[src/rtl/axi4_lite_slave_regfile.sv]
// AXI4-Lite register file: NUM_REGS byte-strobed registers, independent write/read FSMs,
// SLVERR on out-of-range or misaligned addresses, contents exported flat on reg_out.
module axi4_lite_slave_regfile #(
    parameter int                    ADDR_WIDTH = 32,
    parameter int                    DATA_WIDTH = 32,
    parameter int                    NUM_REGS   = 8,
    parameter logic [ADDR_WIDTH-1:0] BASE_ADDR  = '0
) (
    input  logic                           aclk,
    input  logic                           aresetn,
    input  logic [ADDR_WIDTH-1:0]          awaddr,
    input  logic [2:0]                     awprot,
    input  logic                           awvalid,
    output logic                           awready,
    input  logic [DATA_WIDTH-1:0]          wdata,
    input  logic [DATA_WIDTH/8-1:0]        wstrb,
    input  logic                           wvalid,
    output logic                           wready,
    output logic [1:0]                     bresp,
    output logic                           bvalid,
    input  logic                           bready,
    input  logic [ADDR_WIDTH-1:0]          araddr,
    input  logic [2:0]                     arprot,
    input  logic                           arvalid,
    output logic                           arready,
    output logic [DATA_WIDTH-1:0]          rdata,
    output logic [1:0]                     rresp,
    output logic                           rvalid,
    input  logic                           rready,
    output logic [NUM_REGS*DATA_WIDTH-1:0] reg_out,
    output logic [NUM_REGS-1:0]            wr_pulse
);
    localparam int STRB_W   = DATA_WIDTH / 8;
    localparam int ADDR_LSB = $clog2(STRB_W);
    localparam int IDX_W    = (NUM_REGS > 1) ? $clog2(NUM_REGS) : 1;

    // Handshake rule: a transfer occurs on a rising edge where valid and ready are both 1;
    // readies depend only on FSM state and aresetn, never on any valid.
    typedef enum logic {W_IDLE, W_RESP} w_state_t;
    typedef enum logic {R_IDLE, R_DATA} r_state_t;

    w_state_t w_state, w_next;
    r_state_t r_state, r_next;

    logic [DATA_WIDTH-1:0] regs [NUM_REGS];
    logic                  aw_latched, w_latched;
    logic [ADDR_WIDTH-1:0] aw_addr_q;
    logic [DATA_WIDTH-1:0] wdata_q;
    logic [STRB_W-1:0]     wstrb_q;
    logic                  aw_hs, w_hs, ar_hs, commit;
    logic [ADDR_WIDTH-1:0] wr_addr, wr_off, rd_off;
    logic [DATA_WIDTH-1:0] wr_data;
    logic [STRB_W-1:0]     wr_strb;
    logic                  wr_err, rd_err;
    logic [IDX_W-1:0]      wr_idx, rd_idx;
    logic                  unused_prot;

    assign unused_prot = ^{awprot, arprot};

    // A handshake in the commit cycle bypasses its holding register.
    assign wr_addr = aw_hs ? awaddr : aw_addr_q;
    assign wr_data = w_hs  ? wdata  : wdata_q;
    assign wr_strb = w_hs  ? wstrb  : wstrb_q;

    assign wr_off = wr_addr - BASE_ADDR;
    assign rd_off = araddr - BASE_ADDR;
    assign wr_idx = wr_off[ADDR_LSB +: IDX_W];
    assign rd_idx = rd_off[ADDR_LSB +: IDX_W];
    assign wr_err = (wr_addr < BASE_ADDR) || (wr_off[ADDR_LSB-1:0] != '0) ||
                    ((wr_off >> ADDR_LSB) >= ADDR_WIDTH'(NUM_REGS));
    assign rd_err = (araddr < BASE_ADDR) || (rd_off[ADDR_LSB-1:0] != '0) ||
                    ((rd_off >> ADDR_LSB) >= ADDR_WIDTH'(NUM_REGS));

    assign aw_hs  = awvalid && awready;
    assign w_hs   = wvalid && wready;
    assign ar_hs  = arvalid && arready;
    assign bvalid = (w_state == W_RESP);
    assign rvalid = (r_state == R_DATA);

    always_ff @(posedge aclk or negedge aresetn) begin
        if (!aresetn) begin
            w_state <= W_IDLE;
            r_state <= R_IDLE;
        end else begin
            w_state <= w_next;
            r_state <= r_next;
        end
    end

    always_comb begin
        w_next  = w_state;
        awready = 1'b0;
        wready  = 1'b0;
        commit  = 1'b0;
        case (w_state)
            W_IDLE: begin
                awready = aresetn && !aw_latched;
                wready  = aresetn && !w_latched;
                if ((aw_latched || aw_hs) && (w_latched || w_hs)) begin
                    commit = 1'b1;
                    w_next = W_RESP;
                end
            end
            W_RESP: if (bready) w_next = W_IDLE;
            default: w_next = W_IDLE;
        endcase
    end

    always_comb begin
        r_next  = r_state;
        arready = 1'b0;
        case (r_state)
            R_IDLE: begin
                arready = aresetn;
                if (ar_hs) r_next = R_DATA;
            end
            R_DATA: if (rready) r_next = R_IDLE;
            default: r_next = R_IDLE;
        endcase
    end

    always_ff @(posedge aclk or negedge aresetn) begin
        if (!aresetn) begin
            aw_latched <= 1'b0;
            w_latched  <= 1'b0;
            aw_addr_q  <= '0;
            wdata_q    <= '0;
            wstrb_q    <= '0;
            bresp      <= 2'b00;
            wr_pulse   <= '0;
            for (int i = 0; i < NUM_REGS; i++) regs[i] <= '0;
        end else begin
            wr_pulse <= '0;
            if (commit) begin
                aw_latched <= 1'b0;
                w_latched  <= 1'b0;
                bresp      <= wr_err ? 2'b10 : 2'b00;
                if (!wr_err) begin
                    wr_pulse <= NUM_REGS'(1) << wr_idx;
                    for (int b = 0; b < STRB_W; b++)
                        if (wr_strb[b]) regs[wr_idx][b*8 +: 8] <= wr_data[b*8 +: 8];
                end
            end else begin
                if (aw_hs) begin
                    aw_latched <= 1'b1;
                    aw_addr_q  <= awaddr;
                end
                if (w_hs) begin
                    w_latched <= 1'b1;
                    wdata_q   <= wdata;
                    wstrb_q   <= wstrb;
                end
            end
        end
    end

    // Sampling regs here on the commit edge naturally yields the pre-write value.
    always_ff @(posedge aclk or negedge aresetn) begin
        if (!aresetn) begin
            rdata <= '0;
            rresp <= 2'b00;
        end else if (ar_hs) begin
            rdata <= rd_err ? '0 : regs[rd_idx];
            rresp <= rd_err ? 2'b10 : 2'b00;
        end
    end

    for (genvar i = 0; i < NUM_REGS; i++) begin : g_reg_out
        assign reg_out[i*DATA_WIDTH +: DATA_WIDTH] = regs[i];
    end
endmodule
[config.mk]
export PLATFORM = sky130hd
export DESIGN_NAME = axi4_lite_slave_regfile
export DESIGN_NICKNAME = d
export VERILOG_FILES = /design/src/rtl/axi4_lite_slave_regfile.sv
export SDC_FILE = /design/constraint.sdc
export NUM_CORES = 1
export LEC_CHECK = 0
export ABC_AREA = 0
export ABC_CLOCK_PERIOD_IN_PS = 3450
export CAP_MARGIN = 20
export CORE_UTILIZATION = 31
export CTS_BUF_LIST = sky130_fd_sc_hd__clkbuf_2
export CTS_CLUSTER_SIZE = 25
export DETAILED_ROUTE_END_ITERATION = 16
export GPL_TIMING_DRIVEN = 0
export PLACE_DENSITY = 0.64
export SYNTH_ARGS = -nofsm -noshare
export SYNTH_HDL_FRONTEND = slang
export SYNTH_SLANG_ARGS = --single-unit
[constraint.sdc]
create_clock -name aclk -period 3.45 [get_ports aclk]
set_input_delay 0.69 -clock aclk [delete_from_list [all_inputs] [get_ports aclk]]
set_output_delay 0.69 -clock aclk [all_outputs]
set_load 0.02 [all_outputs]
; After elaboration in Yosys (flattened, before gate mapping)
; Index checks and enable logic that the tools add are counted.
[totals]
register_bits = 372
in_bits = 113
wordCells = 99
[classes]
n_reduce_logical = 20
shifts = 1
bitwise_logic = 5
n_lt_le_gt_ge = 7
muxes = 47
[ops]
columns = operator, count
row1 = 2-to-1 mux 256 bit, 10
row2 = bitwise mux 256 bit, 4
row3 = demux 32 bit (select 3 bit), 4
row4 = 2-to-1 mux 32 bit, 6
row5 = binary-select mux 32 bit (select 3 bit), 1
row6 = "< comparator 32 x 1 -> 1 bit, second input constant", 2
row7 = ">= comparator 30 x 4 -> 1 bit, second input constant", 2
row8 = 2-to-1 mux 24 bit, 1
row9 = 2-to-1 mux 8 bit, 3
row10 = 2-to-1 mux 16 bit, 1
row11 = 2-to-1 mux 1 bit, 12
row12 = ">= comparator 4 bit, second input constant", 2
row13 = inverter 3 -> 4 bit, 2
row14 = nonzero test 2 bit, 4
row15 = "left shift 1 x 3 -> 8 bit, first input constant", 1
row16 = logical AND 1 bit, 7
row17 = logical OR 1 bit, 6
row18 = "< comparator 4 x 1 -> 1 bit, second input constant", 1
row19 = 2-to-1 mux 2 bit, 2
row20 = 2-to-1 mux 4 bit, 1
row21 = case mux 1 bit (2 select lines), 2
row22 = inverter 1 bit, 3
row23 = zero test 1 bit, 2
row24 = AND reduction 2 bit, 1

; Longest topological paths before layout
; Gate-level depths: netlist of run 1.
[depth]
depth_word = 24
ltp_mapped = 8
ltp_nobuf = 5

; Least setup slack after synthesis of run 1
; No wires, ideal clock.
[synth_path]
kind = input -> register
from = input awaddr[17]
to = register regs, in the netlist reg_out[192]
stages = 5
setup_slack_ns = 0.655
required_ns = 3.325
t_arrival_ns = 2.670
n_path_buf = 0
setup_time_ns = 0.125
path_cell_list = or4_1 -> nor2_2 -> a32oi_2 -> nor4_4 -> mux2_2
[synth_between]
elab_chain_len = 6
[synth_lines]
columns = item, line_no
row1 = start: declaration, 11  ; input logic [ADDR_WIDTH-1:0] awaddr,
row2 = 2-to-1 mux 32 bit *, --
row3 = < comparator 32 x 1 -> 1 bit, 69  ; assign wr_err = (wr_addr < BASE_ADDR) || (wr_off[ADDR_LSB-1:0] != '0) ||
row4 = logical OR 1 bit, 69
row5 = logical OR 1 bit *, 69
row6 = inverter 1 bit (no source line) *, --
row7 = AND reduction 2 bit (no source line) *, --
row8 = end signal: indexed assignment, 141  ; if (wr_strb[b]) regs[wr_idx][b*8 +: 8] <= wr_data[b*8 +: 8];
row9 = end: declaration, 45  ; logic [DATA_WIDTH-1:0] regs [NUM_REGS];
; Every way passes the cells marked *; elsewhere a longest branch is shown, timed or not.
; A chain may end at the register's enable or synchronous reset.

; Worst setup path in the final report of run 1
[layout_path]
from = register aw_addr_q[14]
to = register regs, in the netlist reg_out[173]
[layout_between]
elab_chain_len = 6
[layout_lines]
columns = item, line_no
row1 = start: declaration, 47  ; logic [ADDR_WIDTH-1:0] aw_addr_q;
row2 = start signal: assignment, 146  ; aw_addr_q <= awaddr;
row3 = 2-to-1 mux 32 bit *, --
row4 = < comparator 32 x 1 -> 1 bit, 69
row5 = logical OR 1 bit, 69
row6 = logical OR 1 bit *, 69
row7 = inverter 1 bit (no source line) *, --
row8 = AND reduction 2 bit (no source line) *, --
; Marked as above.

==> results.cfg, run 1 <==
[synthesis]
synthArstFlopShare_pct = 100
ys_ff_latch = 370
synth_ff_type = dfrtp_1
synth_edf_count = 0
synthCells = 1147
avgSynthCellArea_um2 = 14.9
synth_warnings = 0
synth.distinct_cells = 48
synth_area_mm2 = 0.0171
seq_area_frac_synth_pct = 54.1

[global_routing]
antenna_found_initial = 10
grt_pass1_vias = 13198
grt_remaining_overflow = 0
grt_max_degree = 122
grt_pass1_wl_um = 87000
grt_usage_pct = 21.2

[routing]
drt-initial-drc-count = 531
vias_per_cell = 5.01
dr.pass1.iters = 4
wire_per_inst_um = 24.5
via_count = 12302
route.detailed.drc = 0
postRouteAntennaNets = 0
wirelength_um = 60100

[timing]
worstMarginPinSlew_ps = 1210
min_period_over_period_pct = 92.4
slew_viol_final = 0
clock.fmax_mhz = 314
min_period_ps = 3190
whs_ps = 263
fin_tns_setup_ps = 0
rsz0062_at_grt = no
setup_viol = 0
slew_headroom_pct = 19.5
skew_ps = 64.6
final_hold_viol_count = 0

[clock_network]
clk_pin_slew_ps = 130
post_cts_buffers = 0
clkSinkCount = 370
clk_latency_ps = 1090
cts_tree = done
ctsHtreeMaxLevel = 3
clock-root-buffer = clkbuf_2
cts_resized = 0
clock_path_buffers = 3
cts_buffers = 103

[setup_path]
r2r_slack_ps = 260
path_buf_inv = 2
path_max_fanout = 10
slowest_stage = nor4_4
required_ps = 4380
path_cells = nor4_1 > nand4_1 > mux2_4 > buf_4 > buf_2 > nor4_4 > mux2_2
rr_endpoint = reg_out[173]$_DFFE_PN0P_
rr_startpoint = aw_addr_q[14]$_DFFE_PN0N_
critical_path_arrival_ps = 4120
cp_top_family = simple AND/OR/NAND/NOR gates
path_class = reg -> reg
crit_path_end_kind = flip-flop
rr_worst_depth = 7
critPathLaunchType = flip-flop
cp_slowest_stage_delay_ps = 930

[worst_hold_path]
hold_path.class = in -> reg
whs_path_depth = 2
whs_endpoint = wstrb_q[3]$_DFFE_PN0N_
min_from = wstrb[3]

[layout]
final_cell_mix = 407 x clkdlybuf4s50_1, 370 x dfrtp_1, 300 x mux2_2
final_common_cell = clkdlybuf4s50_1
drive_above_1_share_pct = 36.2
fin_util_pct = 43.5
stdcell_count = 2455
nNetsFinal = 1804
num-fill-cells = 5009
area_growth_pct = 37.6

[power]
power.density_mw_per_mm2 = 455
vdd_ir_drop_max_uv = 256
p_leak_uw = 0.0105

[floorplanning]
rows = 85
io_pins = 418
die_area_mm2 = 0.0561
start_util_pct = 31.6
die_w_um = 237
core_area_mm2 = 0.0541
dieHeight_um = 237

[place]
dpl.hpwl_um = 42100
place_inst = 2258
io_buffers = 408
gp_congestion = 0.800

[job]
maxCapViolCount = 0

[run_status]
status = finished, final reports clean
area by class of cell:
| cell class | instances | area (um^2) | share of cell area, % |
|---|---|---|---|
| Inverter | 4 | 15.0 | 0.0638 |
| Multi-Input combinational cell | 722 | 7590 | 32.3 |
| Antenna cell | 1 | 2.50 | 0.0106 |
| Tap cell | 696 | 871 | 3.70 |
| Clock inverter | 16 | 145 | 0.617 |
| Buffer | 52 | 239 | 1.02 |
| Timing Repair Buffer | 438 | 4630 | 19.7 |
| Clock buffer | 156 | 781 | 3.32 |
| Sequential cell | 370 | 9260 | 39.3 |
state kept, by name (all words and copies together) (netlist names), 4 cells and up:
signal     cells
wdata_q       32
rdata         32
aw_addr_q     32
reg_out      256
wstrb_q        4
wr_pulse       8
report_power, final:
part	switching, uW	internal, uW	leakage, uW
Sequential	246	4750	0.00498
Clock	1880	1400	0.000718
Combinational	1540	885	0.00481
routing by layer:
metal / wire length [um] / vias to the layer above / global-route usage (%)
li1: - / 5403 / -
met1: 24700 / 6350 / 26.3
met2: 28900 / 448 / 34.2
met3: 5010 / 93 / 7.48
met4: 1320 / 8 / 7.08
met5: 56 / - / 0
cells in the mapped netlist (2+ instances only):
cell        n  share of area (%)
nor3_1      4               0.12
nor4_4     32                4.0
nor3_2      2               0.12
buf_4       8               0.35
o211ai_4    4               0.50
nand2_1    40               0.88
nor4_1     16               0.59
nor3b_1     2              0.088
or4_1       2              0.088
nor2_1    121                2.7
inv_1       4              0.088
o21ai_0    35                1.0
a21oi_1     5               0.15
mux4_2     64                8.4
mux2i_1    32                1.9
or2_2       3               0.11
mux2_1      3               0.20
and3_1      2              0.073
mux2_2    300                 20
buf_1      12               0.26
dfrtp_1   370                 54
buf_2       5               0.15
clkbuf_1   26               0.57
a31oi_1     2              0.073
and4_1      2               0.10
mux2_4     25                2.2
nand4_1     5               0.18
per-stage QoR:
stage	cell area [um^2]	setup slack, ps	power, uW
after CTS	23200	8.29	10900
after floorplan	17100	655	6540
after detailed placement	22200	-982	7480
after global routing	23500	20.7	11400
after global placement	22100	-14640	7370
final	23500	263	10700
cells by family (layout without fill, tap and decap cells):
group | after synthesis | count (layout) | synth area share, %
mux | 425 | 425 | 32.6
flops | 370 | 370 | 54.1
simple gates | 243 | 243 | 9.60
buf+inv | 56 | 666 | 1.49
compound gates | 52 | 52 | 2.18
other cells | 1 | 3 | 0.0219
worst max path at each step:
stage,startpoint,to,slack (ps),cells after the start
4_1_cts,aresetn,arready,8,7
3_3_place_gp,aresetn,rdata[26]$_DFFE_PN0P_,-14640,1
3_5_place_dp,aresetn,rdata[23]$_DFFE_PN0P_,-980,9
6_report,aw_addr_q[14]$_DFFE_PN0N_,reg_out[173]$_DFFE_PN0P_,260,7
2_1_floorplan,awaddr[17],reg_out[192]$_DFFE_PN0P_,660,5
5_1_grt,bvalid$_DFF_PN0_,wready,20,4
what timing repair did:
action / in CTS / in global routing
endpoints found under the setup margin: 0 / 77
hold buffers: 6 / 10
endpoints found under the hold margin: 262 / 158
worst reg2reg max path: stages (launching register included):
cell	delay (ps)
dfrtp_1	400
nor4_1	340
nand4_1	210
mux2_4	300
buf_4	160
buf_2	280
nor4_4	930
mux2_2	440
(Power assumes the default switching activity.)
==> run 2: changes to the inputs <==
Settings changed: CORE_MARGIN from default to 2, REMOVE_ABC_BUFFERS from default to 1.
==> run 2 against run 1 <==
Hold slack lost 26 ps. Maximum frequency grew 1.9%. Die area grew 1.7%. Clock skew shrank 4.0 ps. Flip-flop and latch count is the same. Combinational power grew 2%. Clock-buffer cell count grew 1. Clock power shrank 2%. Largest cell class unchanged. Largest power group unchanged.
==> results.cfg, run 2 (synthesis results as in run 1) <==
[place]
gp_congestion = 0.755
dpl-instance-area_mm2 = 0.0223
io_buffers = 409
dpl.hpwl_um = 37900
place_inst = 2228

[timing]
whs_ps = 237
slew_headroom_pct = 18.4
min_period_over_period_pct = 90.7
worstMarginPinSlew_ps = 1220
final_hold_viol_count = 0
rsz0062_at_grt = no
min_period_ps = 3130
setup_viol = 0
slew_viol_final = 0
skew_ps = 60.6
clock.fmax_mhz = 320

[setup_path]
path_class = reg -> reg
cp_top_family = simple AND/OR/NAND/NOR gates
critPathLaunchType = flip-flop
critical_path_arrival_ps = 4040
crit_start = bvalid$_DFF_PN0_
cp_slowest_stage_delay_ps = 680
rr_worst_depth = 8
rr_endpoint = reg_out[96]$_DFFE_PN0P_
path_cells = nor4bb_4 > buf_6 > buf_6 > mux2_2 > o211ai_4 > nor4_4 > buf_12 > mux2_2
required_ps = 4360
path_buf_inv = 3
rr_startpoint = bvalid$_DFF_PN0_
crit_path_end_kind = flip-flop
path_max_fanout = 10
slowest_stage = nor4bb_4
r2r_slack_ps = 320
cp.depth = 8
crit_path_end = reg_out[96]$_DFFE_PN0P_

[layout]
multi_input_area_mm2 = 0.00763
largest_reg_flops = 256
area_growth_pct = 41.5
drive_above_1_share_pct = 38.7
seq_area_mm2 = 0.00926
num-fill-cells = 5004
fin_util_pct = 44.2
final_common_cell = clkdlybuf4s50_1
nNetsFinal = 1806
final_cell_mix = 403 x clkdlybuf4s50_1, 370 x dfrtp_1, 300 x mux2_2
design_area_mm2 = 0.0242
stdcell_count = 2482

[routing]
dr.pass1.iters = 6
wire_per_inst_um = 23.3
postRouteAntennaNets = 0
route.detailed.drc = 0
drt-initial-drc-count = 584
wirelength_um = 57900
vias_per_cell = 4.93
via_count = 12244

[clock_network]
clk_latency_ps = 1080
clock_path_buffers = 3
clkSinkCount = 370
cts_buffers = 103
ctsHtreeMaxLevel = 3
clock-root-buffer = clkbuf_2
cts_tree = done
clk_pin_slew_ps = 80

[power]
power.density_mw_per_mm2 = 443
p_leak_uw = 0.0109
vdd_ir_drop_max_uv = 282

[global_routing]
grt_pass1_vias = 12942
grt_usage_pct = 20.3
antenna_found_initial = 10
grt_max_degree = 80
grt_pass1_wl_um = 84700
grt_remaining_overflow = 0

[floorplanning]
start_util_pct = 31.2
dieHeight_um = 239
die_w_um = 239
die_area_mm2 = 0.0571
core_area_mm2 = 0.0548
io_pins = 418
rows = 86

[job]
maxCapViolCount = 0

[worst_hold_path]
hold_path.class = in -> reg
whs_path_depth = 2

[run_status]
status = finished, final reports clean
## run 2: changes by cell type in the layout (fill, tap and decap cells not counted), moves of 2 or more
cell,before,now
buf_1,12,0
buf_12,1,32
buf_16,10,15
buf_2,5,0
buf_4,8,25
buf_6,3,7
buf_8,8,1
clkbuf_1,26,0
clkdlybuf4s50_1,407,403
clkinv_1,10,21
diode_2,1,7
dlygate4sd3_1,9,7
dlymetal6s2s_1,0,2
## run 2: metal layers
layer / vias up / routed length (um) / GRT usage (%)
li1: 5404 / - / -
met1: 6316 / 24400 / 26.2
met2: 413 / 27900 / 32.7
met3: 103 / 3960 / 5.20
met4: 8 / 1660 / 7.84
met5: - / 50 / 0
## run 2: worst min path at each step
| stage | endpoint | slack (ps) | start |
|---|---|---|---|
| after floorplan | aw_addr_q[0]$_DFFE_PN0N_ | 390 | aresetn |
| after global placement | rdata[20]$_DFFE_PN0P_ | 460 | rdata[20]$_DFFE_PN0P_ |
| after detailed placement | rdata[30]$_DFFE_PN0P_ | 470 | rdata[30]$_DFFE_PN0P_ |
| after CTS | wstrb_q[2]$_DFFE_PN0N_ | 10 | wstrb[2] |
| after global routing | bvalid$_DFF_PN0_ | 70 | bready |
| final | bvalid$_DFF_PN0_ | 240 | bready |
## run 2: metrics by stage
step / setup TNS (ps) / worst slack (ps) / power (uW)
2_1_floorplan: -762920 / -2770 / 6460
3_3_place_gp: - / -20820 / 7270
3_5_place_dp: -307570 / -1280 / 7520
4_1_cts: 0 / 38.6 / 10900
5_1_grt: 0 / 125 / 11500
6_report: 0 / 321 / 10700
## run 2: final cells by class
| type | instances | area share, % |
|---|---|---|
| inverters | 4 | 0.0620 |
| clock buffers | 157 | 3.25 |
| diodes | 7 | 0.0724 |
| multi-input cells | 722 | 31.5 |
| repair buffers | 492 | 22.6 |
| well taps | 704 | 3.64 |
| clock inverters | 26 | 0.631 |
| flip-flops and latches | 370 | 38.3 |
## run 2: report_power, final
group,total (uW),internal (uW),leakage [uW],switching [uW]
sequential,5010,4750,0.00498,253
clock,3230,1350,0.000725,1890
combinational,2490,995,0.00514,1490
total,10700,7090,0.0109,3630
## run 2: timing repair
| item | in CTS | in global routing |
|---|---|---|
| resized for setup | 0 | 3 |
| setup buffers | 43 | 1 |
| pin swaps | 28 | 1 |
| hold buffers | 20 | 0 |
| endpoints found under the setup margin | 223 | 9 |
| cloned | 0 | 0 |
| endpoints found under the hold margin | 371 | 0 |
==> run 3: changes to the inputs <==
Settings changed: CELL_PAD_IN_SITES_DETAIL_PLACEMENT from default to 0, CELL_PAD_IN_SITES_GLOBAL_PLACEMENT from default to 2, CTS_CLUSTER_DIAMETER from default to 50, PLACE_DENSITY 0.64 to 0.84.
==> run 3 against run 2 <==
Sequential share of layout area increased by 0.68 points. First-iteration DRC count is 5.3% higher. Clock-buffer cell count down 106. Critical endpoint is now arready. Critical path type is now in -> out. Critical path depth is 1 lower.
==> results.cfg, run 3 (synthesis results as in run 1) <==
[power]
power.total_uw = 10200
p_sw_share_pct = 34.9
power.internal_uw = 6670
vdd_ir_drop_max_uv = 378
p_leak_uw = 0.0104
power_switching_uw = 3570
pwr-share-comb_pct = 24.2
clkPwrFrac_pct = 26.8
pwr-share-seq_pct = 49.0
power.density_mw_per_mm2 = 430

[setup_path]
critical_path_arrival_ps = 2600
critPathLaunchType = input port
required_ps = 2760
rr_startpoint = bvalid$_DFF_PN0_
rr_endpoint = reg_out[85]$_DFFE_PN0P_
crit_path_end_kind = output pin
crit_path_end = arready
path_class = in -> out
path_max_fanout = 10
crit_start = aresetn
r2r_slack_ps = 230
rr_worst_depth = 6

[timing]
min_period_over_period_pct = 95.4
skew_ps = 50.9
worstMarginPinSlew_ps = 1300
clock.fmax_mhz = 304
slew_viol_final = 0
setup_viol = 0
slew_headroom_pct = 13.5
rsz0062_at_grt = no
final_hold_viol_count = 0
min_period_ps = 3290
fin_ws_ps = 160

[place]
dpl-instance-area_mm2 = 0.0223
dpl.hpwl_um = 38700
gp_congestion = 0.765
io_buffers = 409
pre_cts_ws_ps = -1410

[worst_hold_path]
hold_path.class = in -> reg

[layout]
fin_util_pct = 43.4
drive_above_1_share_pct = 36.1
largest_reg_flops = 256
num-fill-cells = 4982
design_area_mm2 = 0.0238
nNetsFinal = 1739
final_cell_mix = 405 x clkdlybuf4s50_1, 370 x dfrtp_1, 300 x mux2_2
area_growth_pct = 39.1
final_common_cell = clkdlybuf4s50_1

[clock_network]
cts_tree = done
ctsHtreeMaxLevel = 2
clk_latency_ps = 1000
clkSinkCount = 370
cts_buffers = 48
clock-root-buffer = clkbuf_2
clk_pin_slew_ps = 200
clock_path_buffers = 3

[routing]
route.detailed.drc = 0
wire_per_inst_um = 24.0
via_count = 11839
vias_per_cell = 5.00
wirelength_um = 56900
drt-initial-drc-count = 615
postRouteAntennaNets = 0
dr.pass1.iters = 5

[floorplanning]
die_area_mm2 = 0.0571
core_area_mm2 = 0.0548
die_w_um = 239
dieHeight_um = 239
start_util_pct = 31.2
rows = 86
io_pins = 418

[global_routing]
grt_remaining_overflow = 0
antenna_found_initial = 4
grt_usage_pct = 19.8
grt_max_degree = 120
grt_pass1_vias = 12428
grt_pass1_wl_um = 83400

[run_status]
status = finished, final reports clean

[job]
maxCapViolCount = 0
==> run 3: how the worst min path moves through the flow <==
stage                                from                        to  slack (ps)  depth (start not counted)
floorplan                         aresetn  aw_addr_q[0]$_DFFE_PN0N_         390                          0
CTS                                rready          rvalid$_DFF_PN0_          70                          2
detailed placement  rdata[24]$_DFFE_PN0P_     rdata[24]$_DFFE_PN0P_         470                          2
global placement    rdata[15]$_DFFE_PN0P_     rdata[15]$_DFFE_PN0P_         460                          2
global route                       rready          rvalid$_DFF_PN0_          90                          2
finish                             bready          bvalid$_DFF_PN0_         230                          2
==> run 3: what timing repair did <==
item                                    CTS  global route
buffers inserted                         40             4
hold buffers                              8             0
endpoints found under the hold margin   276             0
gates resized for setup                   6             0
gates cloned                              1             0
endpoints found under the setup margin  278            54
pin swaps                                30             3
==> run 3: area by class of cell <==
class	count	area (um^2)	share of cell area, %
Antenna cell	3	7.51	0.0316
Multi-Input combinational cell	722	7640	32.1
Clock inverter	36	404	1.70
Clock buffer	51	255	1.07
Sequential cell	370	9260	38.9
Tap cell	704	881	3.70
Timing Repair Buffer	480	5320	22.4
Inverter	4	15.0	0.0631
==> run 3: per-layer routing <==
metal / track usage (%) / part of all wire [%] / vias to the layer above
met3: 5.10 / 6.2 / 69
met4: 3.77 / 1.4 / 4
met2: 33.1 / 49 / 367
met5: 0 / 0.047 / -
li1: - / - / 5234
met1: 26.1 / 43 / 6165
==> run 3: power by group through the flow <==
stage / logic [uW] / clock network, uW / registers (uW)
after floorplan: 1430 / 0 / 5020
after global placement: 2240 / 0 / 5070
final: 2480 / 2750 / 5010
after CTS: 2510 / 2900 / 5010
after detailed placement: 2470 / 0 / 5090
after global routing: 2730 / 3080 / 5070
==> run 3: per-stage QoR <==
stage               cells  hold WS, ps  TNS, ps
floorplan            1096          394  -762920
global placement     2209          465        -
detailed placement   2227          472  -372100
CTS                  2363         71.7        0
global route         2368         94.2        0
finish               2370          233        0
==> run 3: critical path, stage by stage <==
cell and delay [ps]:
dlygate4sd3_1 620, buf_16 130, buf_16 110, buf_16 130, buf_16 140, nor2b_4 160, clkdlybuf4s50_1 610
